**config.mk**
```make
export PLATFORM = sky130hd
export DESIGN_NAME = calc_sequencer
export DESIGN_NICKNAME = d
export VERILOG_FILES = /design/src/rtl/calc_sequencer.sv
export SDC_FILE = /design/constraint.sdc
export NUM_CORES = 1
export LEC_CHECK = 0
export CAP_MARGIN = 20
export CORE_MARGIN = 10
export CORE_UTILIZATION = 41
export CTS_CLUSTER_DIAMETER = 150
export CTS_CLUSTER_SIZE = 30
export DETAILED_ROUTE_END_ITERATION = 12
export PLACE_DENSITY = 0.83
export SLEW_MARGIN = 10
export SYNTH_ARGS = -nofsm -noshare
export SYNTH_HDL_FRONTEND = slang
export SYNTH_SLANG_ARGS = --single-unit
export TNS_END_PERCENT = 1
```
**constraint.sdc**
```tcl
create_clock -name clk -period 2 [get_ports clk]
set_input_delay 0.3 -clock clk [delete_from_list [all_inputs] [get_ports clk]]
set_output_delay 0.3 -clock clk [all_outputs]
set_load 0.03 [all_outputs]
```
**src/rtl/calc_sequencer.sv**
```systemverilog
// Valid/ready sequencer wrapped around a combinational calculator stage.
// Define CALC_SEQ_SAT_EN to saturate overflowing results instead of wrapping.
module calc_sequencer #(
  parameter int W = 16
) (
  input  logic         clk,
  input  logic         rst,
  input  logic         cmd_valid,
  output logic         cmd_ready,
  input  logic [2:0]   cmd_op,
  input  logic         cmd_use_acc,
  input  logic [W-1:0] cmd_a,
  input  logic [W-1:0] cmd_b,
  output logic [2:0]   calc_op,
  output logic [W-1:0] calc_a,
  output logic [W-1:0] calc_b,
  input  logic [W-1:0] calc_r,
  input  logic         calc_ovf,
  output logic         res_valid,
  input  logic         res_ready,
  output logic [W-1:0] res_data,
  output logic         res_ovf,
  output logic [W-1:0] acc,
  input  logic         acc_clr,
  output logic         ovf_sticky,
  input  logic         ovf_clr,
  output logic [15:0]  op_count
);

  typedef enum logic [1:0] {
    IDLE,
    EXEC,
    RESP
  } state_t;

  localparam logic [W-1:0] SAT_MAX = {1'b0, {(W-1){1'b1}}};
  localparam logic [W-1:0] SAT_MIN = {1'b1, {(W-1){1'b0}}};

  state_t         r_state;
  state_t         w_next;
  logic [2:0]     r_calc_op;
  logic [W-1:0]   r_calc_a;
  logic [W-1:0]   r_calc_b;
  logic [W-1:0]   r_res_data;
  logic           r_res_ovf;
  logic [W-1:0]   r_acc;
  logic           r_sticky;
  logic [15:0]    r_count;
  logic           w_accept;
  logic           w_exec;
  logic [W-1:0]   w_v;

  assign w_accept = cmd_valid && (r_state == IDLE);
  assign w_exec   = (r_state == EXEC);

`ifdef CALC_SEQ_SAT_EN
  // A negative-looking wrapped result means the true value overflowed upward.
  always_comb begin
    w_v = calc_r;
    if (calc_ovf) begin
      w_v = calc_r[W-1] ? SAT_MAX : SAT_MIN;
    end
  end
`else
  always_comb begin
    w_v = calc_r;
  end
`endif

  always_comb begin
    w_next = r_state;
    unique case (r_state)
      IDLE: if (cmd_valid) w_next = EXEC;
      EXEC: w_next = RESP;
      RESP: if (res_ready) w_next = IDLE;
      default: w_next = IDLE;
    endcase
  end

  always_ff @(posedge clk) begin
    if (rst) begin
      r_state    <= IDLE;
      r_calc_op  <= '0;
      r_calc_a   <= '0;
      r_calc_b   <= '0;
      r_res_data <= '0;
      r_res_ovf  <= 1'b0;
      r_acc      <= '0;
      r_sticky   <= 1'b0;
      r_count    <= '0;
    end else begin
      r_state <= w_next;
      if (w_accept) begin
        r_calc_op <= cmd_op;
        r_calc_b  <= cmd_b;
        r_calc_a  <= cmd_use_acc ? r_acc : cmd_a;
      end
      if (w_exec) begin
        r_res_data <= w_v;
        r_res_ovf  <= calc_ovf;
        r_count    <= r_count + 16'd1;
      end
      // Clear takes precedence over the write-back.
      if (acc_clr) begin
        r_acc <= '0;
      end else if (w_exec) begin
        r_acc <= w_v;
      end
      // A fresh overflow outranks a same-edge clear.
      if (w_exec && calc_ovf) begin
        r_sticky <= 1'b1;
      end else if (ovf_clr) begin
        r_sticky <= 1'b0;
      end
    end
  end

  assign cmd_ready  = (r_state == IDLE);
  assign res_valid  = (r_state == RESP);
  assign calc_op    = r_calc_op;
  assign calc_a     = r_calc_a;
  assign calc_b     = r_calc_b;
  assign res_data   = r_res_data;
  assign res_ovf    = r_res_ovf;
  assign acc        = r_acc;
  assign ovf_sticky = r_sticky;
  assign op_count   = r_count;

endmodule

```
Word level (Yosys, flattened, before mapping)
Index checks and enable logic that the tools add are counted.
{"block": "word_totals", "register_bits": 87, "output_inout_bits": 87, "word_cells": 26}
{"block": "op_classes", "n_addsub": 1, "eq_ne": 4, "muxes": 6, "reduce_logical": 6}
{"operator": "$add A16 B1 Y16 const B", "count": 1}
{"operator": "$mux W16", "count": 1}
{"operator": "$pmux W2 S3", "count": 1}
{"operator": "$mux W2", "count": 2}
{"operator": "$eq A2 B1 Y1 const B", "count": 1}
{"operator": "$eq A2 B2 Y1 const B", "count": 1}
{"operator": "$logic_and A1 B1 Y1", "count": 2}
{"operator": "$logic_not A2 Y1", "count": 1}
{"operator": "$mux W1", "count": 2}
{"operator": "$ne A2 B1 Y1 const B", "count": 1}
{"operator": "$ne A2 B2 Y1 const B", "count": 1}
{"operator": "$reduce_and A2 Y1", "count": 1}
{"operator": "$reduce_bool A2 Y1", "count": 1}
{"operator": "$reduce_or A2 Y1", "count": 1}

Logic depth before layout (Yosys ltp)
Gate-level depths: netlist (run 1).
{"block": "depth", "depth_word": 3, "ltp_mapped": 6, "depth_no_buf": 5}

Least setup slack after synthesis (run 1)
No wires, ideal clock.
{"block": "synth_timing", "path_kind": "reg2reg", "startpoint": "register r_count[0], in the netlist op_count[0]", "endpoint": "register r_count[14], in the netlist op_count[14]", "setup_ps": 128, "arrival_ps": 1540, "setup_slack_ps": 333, "path_stages_with_launch": 6, "period_less_slack_ps": 1667, "cell_sequence": "dfxtp_1 ha_1 nand4b_1 nor4_1 xnor2_1 nor2_1"}
{"block": "synth_via", "elab_chain_len": 1}
{"element": "from (decl)", "line": "48", "rtl": "logic [15:0] r_count;"}
{"element": "from (signal assigned)", "line": "101", "rtl": "r_count <= r_count + 16'd1;"}
{"element": "$add A16 B1 Y16", "line": "101"}
No other way between the ends.
A chain may end at the register's enable or synchronous reset.

Final worst setup path (run 1)
{"block": "layout_timing", "startpoint": "register r_count[3], in the netlist op_count[3]", "endpoint": "output port op_count[3]"}
{"element": "to (decl)", "line": "27", "rtl": "output logic [15:0] op_count"}
No word-level cell between the ends.

==> results of run 1 <==
per-layer routing:
layer,vias up,routed length (µm),track usage [%]
met2,114,4490,26.4
met5,-,0,0
met4,0,78,5.08
met1,1398,4170,18.3
met3,7,1140,8.08
li1,1524,-,-
final cells by class:
| type | instances | area, µm² | area share [%] |
|---|---|---|---|
| sequential | 87 | 1740 | 35.0 |
| timing repair buffer | 154 | 1530 | 30.8 |
| multi-input combinational | 259 | 1390 | 27.9 |
| clock buffer | 10 | 138 | 2.77 |
| tap | 102 | 128 | 2.57 |
| clock inverter | 4 | 47.5 | 0.956 |
placed cells by master, fill, tap and decap left out, types with 2 or more instances in the layout:
cell type	netlist	final
nand2_1	95	95
nor2_1	31	31
buf_4	0	8
xnor2_1	3	3
dlymetal6s2s_1	0	2
o21ai_0	2	2
a211oi_1	16	16
nand2b_1	2	2
clkbuf_8	0	10
mux2i_1	16	16
nand4_1	7	7
clkinv_2	0	2
a21oi_1	57	57
clkdlybuf4s50_1	0	142
dfxtp_1	87	87
nand3_1	3	3
or3_1	2	2
xor2_1	10	10
per-stage QoR:
| stage | hold slack [ps] | instance area [µm²] |
|---|---|---|
| 3_3_place_gp | 442 | 4780 |
| 6_report | 433 | 4970 |
| 3_5_place_dp | 448 | 4780 |
| 4_1_cts | 418 | 4970 |
| 5_1_grt | 439 | 4970 |
| 2_1_floorplan | 436 | 3230 |
state kept, by name, indices dropped and copies added, names as in the netlist:
signal / flops
acc: 16
calc_a: 16
calc_b: 16
op_count: 16
res_data: 16
calc_op: 3
r_state: 2
ovf_sticky: 1
res_ovf: 1
logic make-up after synthesis:
logic type	after synthesis	synth area share, %
DFF	87	53.8
buffers and inverters	26	3.37
adders and majority gates	1	0.387
xor gates and xnor gates	13	3.52
muxes	16	4.95
AOI/OAI and AO/OA	75	12.8
and+or+nand+nor	154	21.1
power by group through the flow:
| stage | sequential [mW] | combinational, mW | clock, mW |
|---|---|---|---|
| final | 1.86 | 0.698 | 1.18 |
| after CTS | 1.86 | 0.706 | 1.21 |
| after global placement | 1.90 | 0.696 | 0 |
| after global routing | 1.87 | 0.750 | 1.27 |
| after floorplan | 2.05 | 0.205 | 0 |
| after detailed placement | 1.90 | 0.704 | 0 |
repair_timing:
action                     CTS  global route
setup endpoints to repair    0             2
buffers inserted             0             0
gates resized for setup      0             2
hold buffers                 0             0
worst max-delay path by stage:
| stage | slack (ps) | endpoint | startpoint | depth (start not counted) |
|---|---|---|---|---|
| 6_report | 170 | op_count[3] | op_count[3] | 1 |
| 5_1_grt | 120 | op_count[3] | op_count[3] | 1 |
| 4_1_cts | 2 | res_valid | r_state[1] | 2 |
| 3_5_place_dp | 300 | calc_b[12] | cmd_valid | 5 |
| 3_3_place_gp | 340 | calc_b[15] | cmd_valid | 5 |
| 2_1_floorplan | 330 | op_count[14] | op_count[0] | 5 |
==> impl_metrics.json, run 1 <==
{
  "die_y_um": 109,
  "max_freq_ghz": 0.546,
  "crit_buf_inv": 1,
  "place_hpwl_um": 7360,
  "path_class": "reg -> out",
  "worst_pin_slew_ps": 643,
  "fillers": 652,
  "max_slew_margin_pct": 57.1,
  "drt_iter0_markers": 59,
  "io_buffers": 145,
  "yosys-top-cells-count": "nand2_1 (95), dfxtp_1 (87), a21oi_1 (57), nor2_1 (31), clkbuf_1 (17)",
  "yosys_warnings": 0,
  "finalCriticalPeriod_ps": 1830,
  "hold_end": "op_count[0]",
  "grt_pass1_wl_um": 15400,
  "final_cells": 616,
  "reg2reg_slack_ps": 470,
  "ys_ff_latch": 87,
  "rr_endpoint": "calc_b[12]",
  "syn_area_um2": 3230,
  "area_delta_synth_final_pct": 53.7,
  "place_ws_ps": 303,
  "power.leakage_nw": 1.83,
  "viasPerCell": 4.94,
  "htreeDepth": 3,
  "start_kind": "flip-flop",
  "syn_avg_cell_area_um2": 8.69,
  "cp_cell_sequence": "clkdlybuf4s50_1",
  "n_antenna_cell": 0,
  "coreArea_um2": 7690,
  "cp_data_required_time_ps": 1700,
  "min_path_cells": 3,
  "fin_nets": 571,
  "yosysMostFrequentCell": "nand2_1",
  "grt_pass1_vias": 3028,
  "dieArea_um2": 11800,
  "rows": 32,
  "hold_violations": 0,
  "start_util_pct": 42.1,
  "synth_area_leaders": "dfxtp_1 (54%), nand2_1 (11%), a21oi_1 (8.8%)",
  "crit_arrival_ps": 1530,
  "max_stage_delay_ps": 720,
  "grt_setup_unrepaired": "false",
  "die_x_um": 109,
  "ys_seq_area_share_pct": 53.8,
  "power_density_nw_per_um2": 753,
  "holdCritStartpoint": "rst",
  "fin_skew_ps": 6.52,
  "final_core_util_pct": 64.7,
  "p_int_mw": 2.73,
  "cts_made_buffers": 9,
  "drive_above_1_share_pct": 5.64,
  "drc": 0,
  "rr_startpoint": "r_state[0]",
  "root_buffer": "clkbuf_8",
  "dp.cells": 602,
  "maxSlewViolCount": 0,
  "status": "complete, no violations",
  "p_sw_mw": 1.02,
  "cts_buffer_depth": 2,
  "drv_cap": 0,
  "path_clk_slew_ps": 80,
  "overflow": 0,
  "finalCritPeriodShare_pct": 91.5,
  "num_vias": 3043,
  "routabilityCongestion": 0.789,
  "ir_drop_mv": 0.369,
  "fin_ws_ps": 170,
  "combPwrFrac_pct": 18.7,
  "finalSetupTns_ps": 0,
  "drtPass1Iterations": 4,
  "synth_cells": 372,
  "antenna_found_initial": 0,
  "synth_edf_count": 0,
  "io_pins": 146,
  "r2r_cells": 5,
  "grt_max_degree": 36,
  "antenna_left": 0,
  "post_drt_wl_per_cell_um": 16.0,
  "pwr-share-clk_pct": 31.6,
  "clkLatencyLatePin_ps": 340,
  "cp_max_fo": 7,
  "ys_types": 29,
  "hp-class": "in -> reg",
  "cpMaxStageDelayCell": "clkdlybuf4s50_1",
  "synthArstFlopShare_pct": 0,
  "cts_sinks": 87,
  "synth_top_area_share_pct": 53.8,
  "routed_wl_um": 9880,
  "synthFlopType": "dfxtp_1",
  "synthesis.nets": 432,
  "pwr-share-seq_pct": 49.7,
  "grt_usage_pct": 16.2,
  "finalPower_mw": 3.74,
  "netSwitchingFraction_pct": 27.2,
  "synth_largest_area_cell": "dfxtp_1",
  "cpLargestDelayFamily": "buffers and inverters",
  "endpoint_kind": "output pin",
  "setup_viol": 0,
  "cts_tree": "done"
}
Note: power is estimated with default switching activity, not from simulation.
==> inputs of run 2 (changes only) <==
--- a/config.mk
+++ b/config.mk
@@ -8,10 +8,11 @@
 export CAP_MARGIN = 20
 export CORE_MARGIN = 10
 export CORE_UTILIZATION = 41
+export CTS_BUF_LIST = sky130_fd_sc_hd__clkbuf_16
 export CTS_CLUSTER_DIAMETER = 150
 export CTS_CLUSTER_SIZE = 30
 export DETAILED_ROUTE_END_ITERATION = 12
-export PLACE_DENSITY = 0.83
+export PLACE_DENSITY = 0.76
 export SLEW_MARGIN = 10
 export SYNTH_ARGS = -nofsm -noshare
 export SYNTH_HDL_FRONTEND = slang
==> run 2 against run 1 <==
Sequential share of layout area down 0.57 points. Register-to-register slack better by 20 ps. First-iteration DRC count up 24%. Largest cell class unchanged. Largest power group unchanged.
==> impl_metrics.json, run 2 (synthesis gave the netlist of run 1 again) <==
{
  "endpoint_kind": "output pin",
  "htreeDepth": 3,
  "cts_made_buffers": 9,
  "whs_ps": 451,
  "min_path_cells": 2,
  "root_buffer": "clkbuf_16",
  "area_delta_synth_final_pct": 56.2,
  "power.leakage_nw": 1.86,
  "coreArea_um2": 7690,
  "start_kind": "flip-flop",
  "die_x_um": 109,
  "post_drt_wl_per_cell_um": 15.7,
  "cp_max_fo": 7,
  "cts_tree": "done",
  "reg2reg_slack_ps": 490,
  "final_core_util_pct": 65.7,
  "dpl-instance-area_um2": 4760,
  "routed_wl_um": 9680,
  "hold_end": "calc_op[0]",
  "antenna_found_initial": 0,
  "drc": 0,
  "worst_pin_slew_ps": 668,
  "holdCritStartpoint": "calc_op[0]",
  "power_density_nw_per_um2": 824,
  "max_slew_margin_pct": 55.3,
  "grt_usage_pct": 16.0,
  "layout_commonest_cell": "clkdlybuf4s50_1",
  "cts_buffer_depth": 2,
  "rows": 32,
  "final_cell_mix": "clkdlybuf4s50_1 (143), nand2_1 (95), dfxtp_1 (87)",
  "fin_ws_ps": 132,
  "fin_skew_ps": 8.56,
  "crit_arrival_ps": 1570,
  "viasPerCell": 4.87,
  "drtPass1Iterations": 4,
  "grt_pass1_wl_um": 15000,
  "drive_above_1_share_pct": 5.25,
  "finalCriticalPeriod_ps": 1870,
  "path_clk_slew_ps": 60,
  "drt_iter0_markers": 73,
  "grt_pass1_vias": 2954,
  "setup_viol": 0,
  "path_class": "reg -> out",
  "finalSetupTns_ps": 0,
  "hp-class": "reg -> reg",
  "hold_violations": 0,
  "finalCritPeriodShare_pct": 93.4,
  "rr_endpoint": "op_count[14]",
  "maxSlewViolCount": 0,
  "design_area_um2": 5050,
  "io_pins": 146,
  "post-cts-setup-buffers": 0,
  "max_freq_ghz": 0.535,
  "drv_cap": 0,
  "start_util_pct": 42.1,
  "dieArea_um2": 11800,
  "antenna_left": 0,
  "r2r_cells": 5,
  "fin_nets": 570,
  "place_ws_ps": 407,
  "grt_max_degree": 45,
  "die_y_um": 109,
  "io_buffers": 145,
  "clkLatencyLatePin_ps": 330,
  "ir_drop_mv": 0.542,
  "status": "complete, no violations",
  "cts_sinks": 87,
  "routabilityCongestion": 0.758,
  "rr_startpoint": "op_count[1]",
  "place_hpwl_um": 7230,
  "fillers": 650,
  "cp_data_required_time_ps": 1700,
  "overflow": 0,
  "num_vias": 3003,
  "grt_setup_unrepaired": "false"
}
## run 2: changes by cell type in the layout (fill, tap and decap cells not counted)
| cell | before | now |
|---|---|---|
| dlymetal6s2s_1 | 2 | 1 |
| clkinv_4 | 0 | 2 |
| clkinv_2 | 2 | 0 |
| clkdlybuf4s50_1 | 142 | 143 |
| clkbuf_16 | 0 | 9 |
| clkinv_1 | 0 | 2 |
| buf_12 | 1 | 0 |
| clkbuf_8 | 10 | 0 |
| diode_2 | 0 | 1 |
## run 2: how the worst max path moves through the flow
stage	startpoint	to	slack, ps	cells past startpoint
floorplan	op_count[0]	op_count[14]	330	5
global placement	cmd_valid	calc_b[15]	430	4
detailed placement	cmd_valid	calc_b[3]	410	4
CTS	r_state[1]	res_valid	50	2
global route	r_state[1]	cmd_ready	50	2
finish	r_state[1]	cmd_ready	130	2
## run 2: where the power goes
| group | total [mW] | internal, mW | switching, mW |
|---|---|---|---|
| clock | 1.61 | 0.956 | 0.656 |
| sequential | 1.86 | 1.82 | 0.0430 |
| combinational | 0.693 | 0.313 | 0.381 |
## run 2: repair_timing
item	CTS	global route
resized for setup	0	1
endpoints found under the setup margin	0	1
endpoints found under the hold margin	0	0
hold buffers	0	0
## run 2: layer usage
layer,up-vias,wire (µm),part of all wire (%),track usage [%]
met5,-,0,0,0
met4,0,140,1.4,5.84
met2,105,4440,46,26.5
met1,1359,3790,39,16.3
met3,10,1310,13,9.73
li1,1529,-,-,-
## run 2: worst max-delay path: stages, from the launching register on
cell,delay [ps]
dfxtp_1,350
nor2_1,170
clkdlybuf4s50_1,720
## run 2: per-stage QoR
stage	power, mW	std cells
3_5_place_dp	2.60	601
5_1_grt	4.32	616
2_1_floorplan	2.26	372
3_3_place_gp	2.59	601
4_1_cts	4.21	616
6_report	4.16	617
## run 2: layout make-up
type | instances | area, µm² | area share [%]
diodes | 1 | 2.50 | 0.0495
clock buffers | 9 | 225 | 4.46
clock inverters | 6 | 62.6 | 1.24
multi-input cells | 259 | 1390 | 27.4
flip-flops and latches | 87 | 1740 | 34.5
well taps | 102 | 128 | 2.53
repair buffers | 153 | 1510 | 29.9
==> inputs of run 3 (changes only) <==
--- a/config.mk
+++ b/config.mk
@@ -13,7 +13,7 @@
 export CTS_CLUSTER_SIZE = 30
 export DETAILED_ROUTE_END_ITERATION = 12
 export PLACE_DENSITY = 0.76
-export SLEW_MARGIN = 10
+export SLEW_MARGIN = 20
 export SYNTH_ARGS = -nofsm -noshare
 export SYNTH_HDL_FRONTEND = slang
 export SYNTH_SLANG_ARGS = --single-unit
==> results of run 3 <==
The final DEF is identical to that of run 2; final timing and power are the same.
